**config.mk**
```make
export PLATFORM = sky130hd
export DESIGN_NAME = alu_main
export DESIGN_NICKNAME = d
export VERILOG_FILES = /design/src/rtl/alu_main.sv
export SDC_FILE = /design/constraint.sdc
export NUM_CORES = 1
export LEC_CHECK = 0
export ABC_AREA = 1
export CAP_MARGIN = 10
export CORE_MARGIN = 2
export CORE_UTILIZATION = 35
export DETAILED_ROUTE_END_ITERATION = 12
export PLACE_DENSITY_LB_ADDON = 0.25
export SETUP_SLACK_MARGIN = 0.3
export SLEW_MARGIN = 25
export SYNTH_ARGS = -nofsm -noshare
export SYNTH_HDL_FRONTEND = slang
export SYNTH_SLANG_ARGS = --single-unit
```
**constraint.sdc**
```tcl
create_clock -name clk -period 2.08 [get_ports clk]
set_input_delay 0.208 -clock clk [delete_from_list [all_inputs] [get_ports clk]]
set_output_delay 0.208 -clock clk [all_outputs]
set_load 0.01 [all_outputs]
```
**src/rtl/alu_main.sv**
```systemverilog
// Registered 1-bit comparison/flag ALU: one of eight unsigned functions of a and b,
// selected by fxn, with a single cycle of latency and synchronous reset.
module alu_main #(
  parameter int WIDTH = 6
) (
  input  logic             clk,
  input  logic             rst,
  input  logic [WIDTH-1:0] a,
  input  logic [WIDTH-1:0] b,
  input  logic [2:0]       fxn,
  output logic             finalresult
);

  typedef enum logic [2:0] {
    FN_EQ     = 3'b000,
    FN_NE     = 3'b001,
    FN_GT     = 3'b010,
    FN_GE     = 3'b011,
    FN_LT     = 3'b100,
    FN_LE     = 3'b101,
    FN_CARRY  = 3'b110,
    FN_PARITY = 3'b111
  } fxn_e;

  fxn_e           sel;
  logic [WIDTH:0] sum;
  logic           res;

  assign sel = fxn_e'(fxn);

  // Zero-extend both operands so bit WIDTH of the sum is the carry-out.
  assign sum = {1'b0, a} + {1'b0, b};

  always_comb begin
    res = 1'b0;
    case (sel)
      FN_EQ:     res = (a == b);
      FN_NE:     res = (a != b);
      FN_GT:     res = (a >  b);
      FN_GE:     res = (a >= b);
      FN_LT:     res = (a <  b);
      FN_LE:     res = (a <= b);
      FN_CARRY:  res = sum[WIDTH];
      FN_PARITY: res = ^(a ^ b);
      default:   res = 1'b0;
    endcase
  end

  always_ff @(posedge clk) begin
    if (rst) finalresult <= 1'b0;
    else     finalresult <= res;
  end

endmodule

```
==> Word level (Yosys, flattened, before mapping) <==
Index checks and enable logic that the tools add are counted.
{ "op_classes": {"order_cmp": 4, "muxes": 1, "eq_ne": 9, "n_bitwise": 1, "addsub": 1, "reduce_logical": 2} }
{ "op_table": {"columns": ["cell", "count"], "rows": [
  ["equality test 3 bit, second input constant", 4],
  ["case mux 1 bit (8 select lines)", 1],
  ["adder 6 x 6 -> 7 bit", 1],
  ["equality test 3 x 2 -> 1 bit, second input constant", 2],
  ["equality test 6 bit", 1],
  ["greater-or-equal comparator 6 bit", 1],
  ["greater-than comparator 6 bit", 1],
  ["less-or-equal comparator 6 bit", 1],
  ["< comparator 6 bit", 1],
  ["inequality test 6 bit", 1],
  ["XOR reduction 6 bit", 1],
  ["XOR 6 bit", 1],
  ["equality test 3 x 1 -> 1 bit, second input constant", 1],
  ["logical NOT 3 bit", 1]
]} }
{ "totals": {"wordCells": 19, "output_inout_bits": 1, "reg_bits": 1} }

==> Longest topological paths before layout <==
{ "depth": {"word_depth": 3, "depth_mapped": 15} }

==> Worst setup path after synthesis <==
No wires, ideal clock.
{ "synth_timing": {"path_kind": "input port to flip-flop", "start": "input port b[3]", "end": "register finalresult", "stages": 15, "t_arrival_ns": 1.434, "path_slack_ns": 0.538, "n_path_buf": 0, "setup_time_ns": 0.109, "path_cell_list": "inv_1 ha_1 inv_2 ha_1 inv_1 nand2_1 nand2_1 nand2_1 nand3_1 nand2_1 nor2_1 nor2_1 nand3_1 nand2_1 inv_1"} }
{ "synth_between": {"elab_chain_len": 3, "word_cells_on_any_way": 10, "classes_between": "1 x add/sub; 4 x order compare; 2 x eq/ne; 1 x mux; 1 x bitwise; 1 x reduce/logical"} }
{ "synth_lines": {"columns": ["element", "line_no", "text"], "rows": [
  ["start, declared", "9", "input logic [WIDTH-1:0] b,"],
  ["parallel branches: the longest is 2 deep, another holds adder 6 x 6 -> 7 bit", null, null],
  ["case mux 1 bit (8 select lines) *", "36", "case (sel)"],
  ["end signal, assigned", "51", "else finalresult <= res;"],
  ["end, declared", "11", "output logic finalresult"]
]} }
Mark *: on every way between the ends.
A chain may end at the register's enable or synchronous reset.

==> Worst setup path in the final report <==
{ "layout_timing": {"start": "input port b[4]", "end": "register finalresult"} }
The elaborated chain is that of the path after synthesis.

==> impl_metrics.csv <==
group,metric,value,unit
floorplan,die_w,43.5,µm
global_route,grt_pass1_wl,1.90,mm
final_layout,largest_register_ffs,1,
pwr,vdd_drop_max,0.133,mV
pwr,p_switching,0.103,mW
pwr,power,0.233,mW
logic_synthesis,synthCells,97,
logic_synthesis,ys_seq_elements,1,
timing,layout_setup_ws,413,ps
final_layout,fin_area,880,µm²
timing,worst_slew_pin_slew,193,ps
final_layout,drive_gt1_share,33.3,%
pwr,p_per_area,265,nW/µm²
floorplan,dieArea,1890,µm²
global_route,overflow,0,
status,status,"finished clean",
pwr,p_leak,0.509,nW
final_layout,largest-register,"finalresult",
timing,relSlewSlack,87.1,%
logic_synthesis,yosysWarningCount,0,
global_route,grt_pass1_vias,519,
routing,drt-total-wl,1.08,mm
final_layout,top_regs,"finalresult x1",
routing,drc_errors,0,
floorplan,initial_core_util,36.7,%
final_layout,diodes,0,
timing,fin_crit,1670,ps
logic_synthesis,syn_nets,129,
final_layout,fillCellCount,139,
critical_path,critical_path_class,"in2reg",
timing,setup_viol,0,
min_path,min_to,"finalresult",
routing,wire_per_inst,8.14,µm
global_route,track_usage,12.3,%
routing,antenna_left,0,
placed_design,gp_congestion,0.748,
placed_design,dp_slack,-79.6,ps
critical_path,critPathMaxFanout,3,
global_route,grt_busiest_layer,"met2",
global_route,met3_usage,0.417,%
logic_synthesis,syn_area_per_cell,5.64,µm²
min_path,worstHoldStart,"rst",
global_route,antenna_found_initial,0,
floorplan,core,1490,µm²
routing,viasPerCell,4.39,
routing,dr.pass1.iters,3,
placed_design,dpl_cell_area,759,µm²
final_layout,final_core_util,59.1,%
pwr,swShare,44.2,%
critical_path,cp-start-kind,"input port",
critical_path,arrival,1560,ps
min_path,hold_path.class,"in2reg",
timing,rsz0062_at_grt,"false",
pwr,power_frac_clock,0,%
job,max_cap_violations,0,
cts,clkSlewWorstSetupHoldPaths,0,ps
timing,finalCritPeriodShare,80.1,%
floorplan,row_count,14,
routing,drt_iter0_markers,6,
pwr,power_frac_comb,90.5,%
logic_synthesis,yosysSeqAreaShare,3.66,%
timing,final_max_slew_viol_count,0,
placed_design,io_buffers,17,
logic_synthesis,syn-cell-area,547,µm²
placed_design,dp_hpwl,897,µm
pwr,intPower,0.130,mW
logic_synthesis,yosysUniqueCellTypes,14,
timing,fmax,600,MHz
global_route,grt_max_degree,5,
critical_path,endpoint_kind,"flip-flop",
routing,num_vias,584,
floorplan,ios,18,
timing,hold_violations,0,
pwr,seqPwrFrac,9.5,%
min_path,hold_depth,4,
global_route,grtUsageMet1,14.5,%
final_layout,area_growth,60.9,%
timing,hold_ws,827,ps
final_layout,nets,151,
floorplan,fp.dieH,43.5,µm
global_route,grt_use_met2,25.4,%
critical_path,cp.required,1970,ps
critical path, stage by stage:
cell	delay, ps
buf_4	90
inv_2	40
ha_4	260
inv_2	40
ha_4	270
inv_2	40
nand2_1	60
nand2_1	60
nand2_1	50
nand3_1	70
nand2_1	70
nor2_1	50
nor2_1	100
nand3_1	80
nand2_1	60
inv_1	30
synthesized netlist by cell type (all sizes together):
| master | number | area (µm²) |
|---|---|---|
| dfxtp | 1 | 20.0 |
| nor3 | 1 | 5.00 |
| nor2 | 9 | 41.3 |
| inv | 26 | 97.6 |
| o21ai | 1 | 5.00 |
| ha | 15 | 188 |
| nand2 | 33 | 131 |
| nand3 | 6 | 35.0 |
| clkinv | 1 | 3.75 |
| a21oi | 4 | 20.0 |
through the flow:
step                      TNS (ps)  cells
after floorplan                  0     97
after global placement       -55.0    133
after detailed placement     -79.6    133
after CTS                        0    133
after global routing             0    133
final                            0    133
area by class of cell:
| cell class | instances | area, µm² | area share [%] |
|---|---|---|---|
| tap | 16 | 20.0 | 2.28 |
| sequential | 1 | 20.0 | 2.28 |
| inverter | 27 | 111 | 12.7 |
| multi-input combinational | 69 | 528 | 60.0 |
| timing repair buffer | 20 | 200 | 22.8 |
cells in the final DEF (no fill, tap or decap):
cell,n
a21oi_1,4
buf_4,4
buf_6,4
buf_8,1
clkbuf_2,2
clkdlybuf4s50_1,5
clkinv_1,1
dfxtp_1,1
dlymetal6s2s_1,4
ha_1,7
ha_4,8
inv_1,12
inv_2,10
inv_4,4
nand2_1,29
nand2_2,4
nand3_1,5
nand3_2,1
nor2_1,8
nor2_4,1
nor3_1,1
o21ai_0,1
power by group through the flow:
stage	sequential, mW	combinational (mW)	clock (mW)
final	0.0221	0.211	0
after global routing	0.0222	0.238	0
after CTS	0.0222	0.193	0
after detailed placement	0.0222	0.167	0
after global placement	0.0221	0.163	0
after floorplan	0.0233	0.100	0
worst max-delay path by stage:
stage	slack (ps)	to	startpoint	cells after the start
6_report	410	finalresult	b[4]	16
5_1_grt	300	finalresult	b[4]	16
4_1_cts	300	finalresult	a[0]	13
3_5_place_dp	-80	finalresult	b[5]	16
3_3_place_gp	-60	finalresult	b[5]	16
2_1_floorplan	540	finalresult	b[3]	15
kinds of logic after synthesis:
kind of cell | synth area share [%]
buffers and inverters | 18.5
flip-flops | 3.66
adder cells (fa/ha/maj) | 34.3
AND/OR/NAND/NOR | 38.9
AO/OA/AOI/OAI | 4.58
routing by layer:
metal  vias to the layer above  wire, µm
li1                        326         -
met4                         0         0
met3                         0        41
met5                         -         0
met1                       249       481
met2                         9       560
repair_timing:
action / CTS / global route
pin swaps: 2 / 13
resized for setup: 31 / 36
endpoints found under the setup margin: 1 / 1
hold buffers: 0 / 0
buffers inserted: 0 / 0
Power figures use the tool's default switching activity.
